$ cat config.mk
export PLATFORM = sky130hd
export DESIGN_NAME = fpu_issue_ctrl
export DESIGN_NICKNAME = d
export VERILOG_FILES = /design/src/rtl/fpu_issue_ctrl.sv
export SDC_FILE = /design/constraint.sdc
export NUM_CORES = 1
export LEC_CHECK = 0
export ABC_AREA = 1
export CAP_MARGIN = 0
export CORE_MARGIN = 2
export CORE_UTILIZATION = 30
export DETAILED_ROUTE_END_ITERATION = 10
export GPL_TIMING_DRIVEN = 0
export PLACE_DENSITY = 0.6
export SETUP_SLACK_MARGIN = 0.15
export SYNTH_ARGS = -nofsm -noshare
export SYNTH_HDL_FRONTEND = slang
export SYNTH_SLANG_ARGS = --single-unit
$ cat constraint.sdc
create_clock -name in_Clk -period 3.2 [get_ports in_Clk]
set_clock_uncertainty 0.15 [all_clocks]
set_input_delay 0.32 -clock in_Clk [delete_from_list [all_inputs] [get_ports in_Clk]]
set_output_delay 0.32 -clock in_Clk [all_outputs]
set_load 0.02 [all_outputs]
$ cat src/rtl/fpu_issue_ctrl.sv
// fpu_issue_ctrl: FP instruction issue/writeback controller; FPU_ISSUE_TIMEOUT_EN adds a divide abort timer.
module fpu_issue_ctrl #(
  parameter int TIMEOUT_CYC = 63
) (
  input  logic        in_Clk,
  input  logic        in_Rst,
  input  logic        in_valid,
  input  logic [3:0]  in_FPU_Op,
  input  logic [4:0]  in_rd,
  input  logic [31:0] in_rs1_data,
  input  logic [31:0] in_rs2_data,
  output logic        out_ready,
  output logic [31:0] out_rs1,
  output logic [31:0] out_rs2,
  output logic [3:0]  out_FPU_Op,
  output logic        out_start,
  input  logic        in_fpu_stall,
  input  logic [63:0] in_fpu_data,
  output logic        out_wb_valid,
  output logic [4:0]  out_wb_rd,
  output logic [63:0] out_wb_data,
  output logic        out_wb_is_int,
  output logic        out_illegal,
  output logic        out_timeout
);
  typedef enum logic [2:0] {IDLE, EXEC, LAUNCH, WAIT, WB} state_t;
  state_t state, next;
  logic [4:0] rd_q;
  logic first_q, illegal_q, xfer, wait_done, expire, capture;
  assign out_ready = state == IDLE;
  assign out_start = state == LAUNCH;
  assign out_wb_valid = state == WB;
  assign out_illegal = out_wb_valid && illegal_q;
  assign xfer = in_valid && out_ready;
  // the divider raises stall one cycle late, so the first WAIT cycle is blind
  assign wait_done = state == WAIT && !first_q && !in_fpu_stall;
  assign capture = state == EXEC || wait_done || expire;
`ifdef FPU_ISSUE_TIMEOUT_EN
  localparam int CW = $clog2(TIMEOUT_CYC + 1);
  logic [CW-1:0] cnt;
  logic timeout_q;
  assign expire = state == WAIT && in_fpu_stall && cnt == CW'(TIMEOUT_CYC - 1);
  assign out_timeout = out_wb_valid && timeout_q;
  always_ff @(posedge in_Clk) begin
    if (in_Rst) begin
      cnt <= '0;
      timeout_q <= 1'b0;
    end else begin
      cnt <= state == WAIT ? cnt + CW'(1) : '0;
      if (capture) timeout_q <= expire;
    end
  end
`else
  assign expire = 1'b0;
  assign out_timeout = 1'b0;
`endif
  always_ff @(posedge in_Clk) begin
    if (in_Rst) state <= IDLE;
    else state <= next;
  end
  always_comb begin
    next = state;
    case (state)
      IDLE:    next = in_valid ? (in_FPU_Op == 4'b0010 ? LAUNCH : EXEC) : IDLE;
      EXEC:    next = WB;
      LAUNCH:  next = WAIT;
      WAIT:    next = wait_done || expire ? WB : WAIT;
      WB:      next = IDLE;
      default: next = IDLE;
    endcase
  end
  always_ff @(posedge in_Clk) begin
    if (in_Rst) begin
      out_FPU_Op <= '0;
      rd_q <= '0;
      out_rs1 <= '0;
      out_rs2 <= '0;
      first_q <= 1'b0;
      illegal_q <= 1'b0;
      out_wb_data <= '0;
      out_wb_rd <= '0;
      out_wb_is_int <= 1'b0;
    end else begin
      if (xfer) begin
        out_FPU_Op <= in_FPU_Op;
        rd_q <= in_rd;
        out_rs1 <= in_rs1_data;
        out_rs2 <= in_rs2_data;
      end
      first_q <= state == LAUNCH;
      if (capture) begin
        out_wb_data <= (state == EXEC && out_FPU_Op[3]) || expire ? '0 : in_fpu_data;
        out_wb_rd <= rd_q;
        out_wb_is_int <= out_FPU_Op == 4'b0100 || out_FPU_Op == 4'b0110;
        illegal_q <= state == EXEC && out_FPU_Op[3];
      end
    end
  end
endmodule

==> results of run 1 <==
## cell families (layout without fill, tap and decap cells)
kind of cell           Yosys count  in the layout  share of synthesized area [%]
AOI/OAI and AO/OA               77             77                           6.17
buffers and inverters          206            519                           13.7
DFF                            148            148                           47.5
other                            1              1                         0.0601
and+or+nand+nor                516            516                           32.6
## flip-flops by register name, summed over array words and instances, names as in the netlist
signal / count
illegal_q: 1
out_wb_data: 64
out_rs1: 32
out_wb_is_int: 1
out_rs2: 32
first_q: 1
state: 3
out_wb_rd: 5
rd_q: 5
out_FPU_Op: 4
## worst max-delay path: stages, from the launching register on
cell and delay, ns:
dfxtp_1 0.29, buf_2 0.15, nor3_1 0.32, buf_2 0.29, clkdlybuf4s50_1 0.64
## through the flow
| stage | hold WS, ns | setup WS (ns) | total power, mW | utilization, % |
|---|---|---|---|---|
| 3_5_place_dp | 0.301 | 0.989 | 3.26 | 46.3 |
| 6_report | 0.311 | 0.607 | 5.35 | 49.3 |
| 2_1_floorplan | 0.285 | 1.43 | 2.68 | - |
| 5_1_grt | 0.309 | 0.492 | 5.60 | 49.3 |
| 3_3_place_gp | 0.295 | 1.02 | 3.26 | 46.3 |
| 4_1_cts | 0.296 | 0.608 | 5.42 | 49.3 |
## layer usage
metal / routed length, um / global-route usage, % / vias to the layer above
li1: - / - / 3419
met1: 8820 / 22.7 / 2806
met2: 9350 / 30.2 / 238
met3: 2150 / 7.94 / 15
met4: 189 / 4.00 / 0
met5: 0 / 0 / -
## final cells by class
| class | count | share of cell area (%) |
|---|---|---|
| repair buffers | 281 | 28.1 |
| plain buffers | 64 | 3.20 |
| clock buffers | 17 | 4.25 |
| clock inverters | 15 | 1.94 |
| multi-input cells | 594 | 24.2 |
| flip-flops and latches | 148 | 29.6 |
| inverters | 142 | 5.32 |
| well taps | 270 | 3.37 |
## where the power goes
| group | switching (mW) | total (mW) | leakage [nW] | internal (mW) |
|---|---|---|---|---|
| sequential | 0.0742 | 2.06 | 1.22 | 1.99 |
| clock | 0.883 | 2.13 | 0.299 | 1.25 |
| combinational | 0.597 | 1.15 | 3.28 | 0.553 |
| total | 1.55 | 5.35 | 4.79 | 3.79 |
## synthesized netlist by cell type
cell type	number	area share [%]
nand2_1	347	21
dfxtp_1	148	47
inv_1	140	8.4
nor2_1	89	5.4
a21oi_1	76	6.1
nand3_1	76	6.1
clkbuf_1	27	1.6
buf_2	22	1.8
buf_4	14	1.7
nor3_1	3	0.24
inv_2	2	0.12
and2_1	1	0.10
buf_1	1	0.060
conb_1	1	0.060
o21ai_1	1	0.080
## worst paths after layout
path                  start               to  slack [ns]
max                state[0]        out_ready        0.61
min          in_rs1_data[4]       out_rs1[4]        0.31
max reg2reg        state[1]  out_wb_data[47]        1.44
min reg2reg       illegal_q        illegal_q        0.31
==> impl_metrics.csv, run 1 <==
group,metric,value,unit
synthesis,yosysWarnings,0,
global_route,antenna_found_initial,0,
setup_path,start_kind,"flip-flop",
floorplanning,dieArea,22000,um^2
timing,maxSlewHeadroom,61.0,%
clock_tree,cts_setup_buffers,0,
clock_tree,tritoncts,"yes",
synthesis,synth-seq-area-share,47.5,%
setup_path,cp-end-kind,"output port",
routing,viasPerCell,4.23,
timing,worstMarginPinSlew,0.585,ns
timing,fmax,0.386,GHz
layout,regArea,2960,um^2
routing,via_count,6478,
timing,finalHoldViolCount,0,
layout,drive_gt1_share,5.55,%
global_route,grt_pass1_wl,31900,um
pwr,cellPowerDensity,534,nW/um^2
layout,fill_cells,2136,
timing,finalSetupTns,0,ns
synthesis,synth.avg_cell_area,6.59,um^2
placed_design,hpwl,15200,um
routing,antenna_left,0,
routing,drc,0,
layout,final_cell_mix,"nand2_1, clkdlybuf4s50_1, dfxtp_1, inv_1, nor2_1",
routing,firstDrtPassIters,4,
clock_tree,clk_pin_slew,0.07,ns
min_path,hp-class,"in -> reg",
layout,n_antenna_cell,0,
floorplanning,floorplan.rows,52,
layout,final_nets,1389,
pwr,ir_drop,0.354,mV
placed_design,port_buffers,281,
setup_path,worst-r2r-cell-count,7,
floorplanning,die_x,148,um
run,maxCapViolCount,0,
layout,final_area,10000,um^2
clock_tree,post_cts_resized,0,
layout,synthToLayoutAreaGrowth,60.4,%
placed_design,placed_cells_incl_taps,1499,
timing,rsz0062_at_grt,"false",
routing,wire_per_inst,13.4,um
status,outcome,"finished, final reports clean",
floorplanning,die_height,148,um
global_route,grt_max_degree,17,
global_route,grt_pass1_vias,6008,
timing,layout_min_cycle_time,2.59,ns
routing,drt-total-wl,20500,um
placed_design,dpl_cell_area,9390,um^2
synthesis,ys_seq_elements,148,
floorplanning,initial_core_util,30.8,%
timing,slew_violations,0,
setup_path,worstPathRequired,2.73,ns
global_route,grt_usage,18.5,%
clock_tree,insertion_delay,0.42,ns
clock_tree,htreeDepth,4,
min_path,hold_path_depth,3,
setup_path,crit_type,"reg -> out",
routing,drt-initial-drc-count,218,
synthesis,synth_area,6240,um^2
clock_tree,cts.hold.buffers_added,0,
floorplanning,io-pin-count,284,
synthesis,syn_nets,1089,
clock_tree,cts_sinks,148,
synthesis,synthCells,948,
clock_tree,cts_max_path_buffers,2,
setup_path,worst_ep_arrival_time,2.12,ns
floorplanning,core-area,20300,um^2
layout,fin_cells,1531,
pwr,p_leak,4.79,nW
global_route,overflow,0,
clock_tree,cts_root_buffer,"clkbuf_16",
layout,layout_commonest_cell,"nand2_1",
layout,multi_input_area,2430,um^2
setup_path,crit_path_max_fanout,10,
placed_design,gp_congestion,0.806,
timing,setup_violations,0,
clock_tree,cts_buffers,17,
synthesis,synth_cell_types,15,
timing,finalCritPeriodShare,81.0,%
Power figures use the tool's default switching activity.
==> run 2, diff against run 1 <==
--- a/config.mk
+++ b/config.mk
@@ -11,7 +11,7 @@
 export CORE_UTILIZATION = 30
 export DETAILED_ROUTE_END_ITERATION = 10
 export GPL_TIMING_DRIVEN = 0
-export PLACE_DENSITY = 0.6
+export PLACE_DENSITY = 0.62
 export SETUP_SLACK_MARGIN = 0.15
 export SYNTH_ARGS = -nofsm -noshare
 export SYNTH_HDL_FRONTEND = slang
==> constraint.sdc (replaced) <==
create_clock -name in_Clk -period 2.2 [get_ports in_Clk]
set_clock_uncertainty 0.15 [all_clocks]
set_input_delay 0.22 -clock in_Clk [delete_from_list [all_inputs] [get_ports in_Clk]]
set_output_delay 0.22 -clock in_Clk [all_outputs]
set_load 0.02 [all_outputs]
==> run 2 against run 1 <==
Effect of this change:
- final cell count unchanged
- non-clock buffer count is the same
- combinational power is 45% higher
- critical path depth is the same
- power grew 45%
- worst hold slack got worse by 0.10 ns
- clock power increased by 45%
- die area unchanged
- sequential share of layout area is essentially flat
- via count down 0.43%
- count of clock-buffer cells in the layout increased by 3
- critical path type unchanged
- global-route usage about the same
==> impl_metrics.csv, run 2 (same netlist as run 1, synthesis figures left out) <==
group,metric,value,unit
layout,fin_cells,1531,
clock_tree,cts_root_buffer,"clkbuf_16",
global_route,grt_usage,18.5,%
timing,layout_min_cycle_time,1.90,ns
layout,multi_input_area,2440,um^2
floorplanning,initial_core_util,30.8,%
floorplanning,io-pin-count,284,
routing,via_count,6450,
floorplanning,die_height,148,um
pwr,clockPowerShare,39.8,%
placed_design,gp_congestion,0.777,
pwr,ir_drop,0.523,mV
timing,maxSlewHeadroom,56.5,%
routing,drt-initial-drc-count,173,
layout,regArea,2960,um^2
global_route,grt_max_degree,17,
clock_tree,cts_max_path_buffers,2,
floorplanning,floorplan.rows,52,
run,maxCapViolCount,0,
routing,wire_per_inst,13.4,um
setup_path,max_stage_delay,0.29,ns
layout,top_regs,"out_wb_data x64, out_rs1 x32, out_rs2 x32",
timing,finalHoldViolCount,0,
setup_path,worst-r2r-cell-count,8,
layout,final_nets,1389,
placed_design,placed_cells_incl_taps,1499,
clock_tree,cts_buffers,17,
routing,drc,0,
setup_path,cp-end-kind,"output port",
setup_path,crit_path_max_fanout,10,
global_route,antenna_found_initial,0,
pwr,switchingPower,2.20,mW
layout,n_antenna_cell,0,
layout,synthToLayoutAreaGrowth,60.5,%
routing,antenna_left,0,
setup_path,cp_cell_sequence,"buf_2 > nor3_2 > buf_4 > clkbuf_2",
timing,setup_violations,0,
setup_path,worst_ep_arrival_time,1.53,ns
layout,final_area,10000,um^2
timing,worstMarginPinSlew,0.652,ns
clock_tree,cts.hold.buffers_added,0,
layout,layout_commonest_cell,"nand2_1",
global_route,grt_pass1_vias,6235,
routing,drt-total-wl,20500,um
layout,largest_reg_flops,64,
layout,regMostFlops,"out_wb_data",
placed_design,dpl_cell_area,9390,um^2
timing,finalCritPeriodShare,86.3,%
placed_design,port_buffers,281,
setup_path,worstPathRequired,1.83,ns
layout,fill_cells,2090,
placed_design,hpwl,15200,um
setup_path,crit_type,"reg -> out",
timing,finalSetupTns,0,ns
timing,slew_violations,0,
floorplanning,dieArea,22000,um^2
status,outcome,"finished, final reports clean",
clock_tree,clk_pin_slew,0.07,ns
setup_path,start_kind,"flip-flop",
min_path,hold_path_depth,3,
clock_tree,htreeDepth,4,
floorplanning,core-area,20300,um^2
setup_path,cp_slowest_cell,"dfxtp_1",
timing,whs,0.209,ns
layout,final_cell_mix,"nand2_1, clkdlybuf4s50_1, dfxtp_1, inv_1, nor2_1",
clock_tree,insertion_delay,0.42,ns
min_path,hp-class,"in -> reg",
global_route,grt_pass1_wl,32100,um
global_route,overflow,0,
routing,viasPerCell,4.21,
routing,firstDrtPassIters,6,
clock_tree,cts_setup_buffers,0,
pwr,combPwrFrac,21.5,%
timing,rsz0062_at_grt,"false",
layout,drive_gt1_share,5.79,%
pwr,cellPowerDensity,775,nW/um^2
floorplanning,die_x,148,um
pwr,power.internal,5.57,mW
clock_tree,tritoncts,"yes",
pwr,swShare,28.3,%
clock_tree,cts_sinks,148,
pwr,sequentialPowerShare,38.6,%
pwr,p_leak,4.82,nW
timing,fmax,0.527,GHz
[run 2: changes by cell type in the layout (fill, tap and decap cells not counted), sizes merged]
cell           before  now
clkbuf             44   49
clkdlybuf4s50     281  277
clkinv              3    5
clkinvlp            2    0
dlygate4sd2         0    2
inv               149  146
[run 2: worst max-delay path: cells and delay by family (launching register included)]
family	cells	cell delay [ns]
simple gates	1	0.26
flops	1	0.29
buf+inv	3	0.56
[run 2: routing by layer]
layer	wire [um]	share of wire, %	vias up	global-route usage (%)
met1	8940	44	2800	22.3
met3	2140	10	19	8.25
li1	-	-	3416	-
met2	9100	44	215	29.8
met5	0	0	-	0
met4	315	1.5	0	5.33
[run 2: what timing repair did]
action                     CTS  global route
setup endpoints to repair    4             2
pin swaps                    0             0
resized for setup            7             5
[run 2: path summary, 6_finish.rpt]
path	from	end	slack, ns
max	state[0]	out_ready	0.30
min	in_rs1_data[7]	out_rs1[7]	0.21
max reg2reg	state[0]	out_wb_data[44]	0.44
min reg2reg	illegal_q	illegal_q	0.30
[run 2: metrics by stage]
stage / utilization, % / setup slack (ns) / total power, mW
finish: 49.4 / 0.301 / 7.76
global route: 49.4 / 0.204 / 8.17
CTS: 49.4 / 0.0720 / 7.87
detailed placement: 46.3 / 0.0107 / 4.74
global placement: 46.3 / 0.0408 / 4.73
floorplan: - / 0.533 / 3.90
[run 2: cell type report]
class,instances,area share [%]
buffer,64,3.22
clock inverter,12,1.67
timing repair buffer,281,28.0
inverter,142,5.32
clock buffer,20,4.56
tap,270,3.37
sequential,148,29.6
multi-input combinational,594,24.3
[run 2: power by group through the flow]
stage | Sequential (mW) | Clock (mW) | Combinational, mW
3_5_place_dp | 3.06 | 0 | 1.68
3_3_place_gp | 3.05 | 0 | 1.68
4_1_cts | 3.00 | 3.18 | 1.69
6_report | 3.00 | 3.09 | 1.67
5_1_grt | 3.03 | 3.31 | 1.84
2_1_floorplan | 3.29 | 0 | 0.603
==> run 3, diff against run 2 <==
--- a/config.mk
+++ b/config.mk
@@ -11,7 +11,7 @@
 export CORE_UTILIZATION = 30
 export DETAILED_ROUTE_END_ITERATION = 10
 export GPL_TIMING_DRIVEN = 0
-export PLACE_DENSITY = 0.62
+export PLACE_DENSITY = 0.6
 export SETUP_SLACK_MARGIN = 0.15
 export SYNTH_ARGS = -nofsm -noshare
 export SYNTH_HDL_FRONTEND = slang
==> constraint.sdc (replaced) <==
create_clock -name in_Clk -period 2.1 [get_ports in_Clk]
set_clock_uncertainty 0.15 [all_clocks]
set_input_delay 0.21 -clock in_Clk [delete_from_list [all_inputs] [get_ports in_Clk]]
set_output_delay 0.21 -clock in_Clk [all_outputs]
set_load 0.02 [all_outputs]
==> run 3 against run 2 <==
Effect of this change:
- sequential cell count stayed put
- sequential share of layout area hardly changed
- setup slack worse by 0.087 ns
- worst hold slack worse by 0.0079 ns
- critical path type unchanged
- largest power group unchanged
- highest routed layer unchanged
==> impl_metrics.csv, run 3 (same netlist as run 1, synthesis figures left out) <==
group,metric,value,unit
status,outcome,"finished, final reports clean",
floorplanning,dieArea,22000,um^2
pwr,clockPowerShare,39.9,%
pwr,power.internal,5.78,mW
setup_path,crit_type,"reg -> out",
placed_design,gp_congestion,0.806,
setup_path,cp_slowest_cell,"dfxtp_1",
clock_tree,cts_root_buffer,"clkbuf_16",
run,maxCapViolCount,0,
pwr,sequentialPowerShare,38.6,%
setup_path,reg2reg_from,"state[1]",
clock_tree,tritoncts,"yes",
pwr,switchingPower,2.37,mW
setup_path,worst-r2r-cell-count,8,
timing,finalCritPeriodShare,89.8,%
timing,worstMarginPinSlew,0.588,ns
clock_tree,insertion_delay,0.42,ns
timing,slew_violations,0,
setup_path,worstPathRequired,1.74,ns
min_path,hp-class,"in -> reg",
timing,maxSlewHeadroom,60.8,%
pwr,cellPowerDensity,813,nW/um^2
floorplanning,die_height,148,um
routing,via_count,6481,
setup_path,worst-path-buf-inv,3,
pwr,p_leak,4.81,nW
floorplanning,floorplan.rows,52,
clock_tree,cts.hold.buffers_added,0,
setup_path,cp_cell_sequence,"buf_2 > nor3_2 > buf_4 > clkbuf_2",
clock_tree,cts_buffers,17,
layout,layout_commonest_cell,"nand2_1",
global_route,grt_pass1_vias,6004,
global_route,antenna_found_initial,0,
global_route,grt_max_degree,17,
layout,synthToLayoutAreaGrowth,60.5,%
routing,firstDrtPassIters,6,
setup_path,cp_top_family,"buffers and inverters",
clock_tree,cts_sinks,148,
setup_path,worst_ep_arrival_time,1.53,ns
routing,wire_per_inst,13.4,um
routing,drc,0,
layout,final_nets,1389,
clock_tree,htreeDepth,4,
timing,fmax,0.530,GHz
placed_design,port_buffers,281,
layout,drive_gt1_share,5.95,%
routing,drt-total-wl,20500,um
timing,setup_violations,0,
min_path,min_to,"out_rs1[4]",
layout,regMostFlops,"out_wb_data",
floorplanning,io-pin-count,284,
setup_path,max_stage_delay,0.29,ns
layout,top_regs,"out_wb_data x64, out_rs1 x32, out_rs2 x32",
min_path,min_from,"in_rs1_data[4]",
pwr,combPwrFrac,21.5,%
setup_path,start_kind,"flip-flop",
timing,finalHoldViolCount,0,
setup_path,crit_path_max_fanout,10,
floorplanning,initial_core_util,30.8,%
placed_design,hpwl,15200,um
setup_path,cp-end-kind,"output port",
global_route,overflow,0,
setup_path,r2r_slack,0.34,ns
clock_tree,cts_max_path_buffers,2,
pwr,ir_drop,0.536,mV
routing,antenna_left,0,
min_path,hold_path_depth,3,
timing,layout_min_cycle_time,1.89,ns
routing,viasPerCell,4.23,
pwr,swShare,29.1,%
routing,drt-initial-drc-count,195,
global_route,grt_usage,18.5,%
layout,final_cell_mix,"nand2_1, clkdlybuf4s50_1, dfxtp_1, inv_1, nor2_1",
timing,finalSetupTns,0,ns
floorplanning,core-area,20300,um^2
clock_tree,clk_pin_slew,0.07,ns
floorplanning,die_x,148,um
layout,largest_reg_flops,64,
layout,utilization,49.4,%
pwr,p_total,8.15,mW
setup_path,rr_endpoint,"out_wb_data[10]",
global_route,grt_pass1_wl,31900,um
layout,n_antenna_cell,0,
timing,rsz0062_at_grt,"true",
run 3: changes by cell type in the layout (fill, tap and decap cells not counted), sizes merged:
cell | before | now
buf | 37 | 38
clkbuf | 49 | 45
clkinv | 5 | 3
clkinvlp | 0 | 2
inv | 146 | 149
run 3: how the worst max path moves through the flow:
stage,start,to,slack [ns],cells past startpoint
after floorplan,state[0],out_illegal,0.44,3
after global placement,in_valid,out_rs1[20],0.03,5
after detailed placement,in_fpu_stall,out_wb_data[62],-0.001,8
after CTS,state[0],out_ready,0.04,4
after global routing,state[0],out_ready,0.1,4
final,state[0],out_ready,0.21,4
run 3: worst reg2reg max path, stage by stage, from the launching register on:
cell and delay, ns:
dfxtp_1 0.49, nor2_1 0.10, nand3_1 0.12, buf_2 0.28, buf_2 0.28, nand2_1 0.08
nand2_1 0.07, inv_1 0.05, nor2_1 0.08
run 3: layout make-up:
class,instances,area (um^2)
fill,2135,10300
sequential,148,2960
timing repair buffer,281,2800
multi-input combinational,594,2450
inverter,142,533
clock buffer,17,425
tap,270,338
buffer,64,323
clock inverter,15,194
run 3: per-stage QoR:
step	area, um^2	cells	hold slack [ns]	setup slack [ns]
detailed placement	9390	1499	0.301	-0.00126
finish	10000	1531	0.201	0.214
CTS	10000	1531	0.185	0.0438
floorplan	6240	948	0.220	0.443
global placement	9390	1499	0.295	0.0306
global route	10000	1531	0.199	0.0994
run 3: timing repair:
item	CTS	global route
setup endpoints to repair	4	5
gates resized for setup	9	5
setup buffers	0	0
run 3: routing by layer:
layer  track usage [%]  wire (um)  vias to the layer above
li1                  -          -                     3418
met4              4.00        148                        0
met1              22.7       8850                     2812
met5                 0          0                        -
met2              30.2       9370                      240
met3              7.88       2150                       11
run 3: power groups by stage:
stage / sequential [mW] / combinational, mW / clock [mW]
finish: 3.14 / 1.75 / 3.25
global placement: 3.20 / 1.76 / 0
CTS: 3.14 / 1.77 / 3.34
detailed placement: 3.21 / 1.76 / 0
floorplan: 3.45 / 0.632 / 0
global route: 3.17 / 1.93 / 3.44
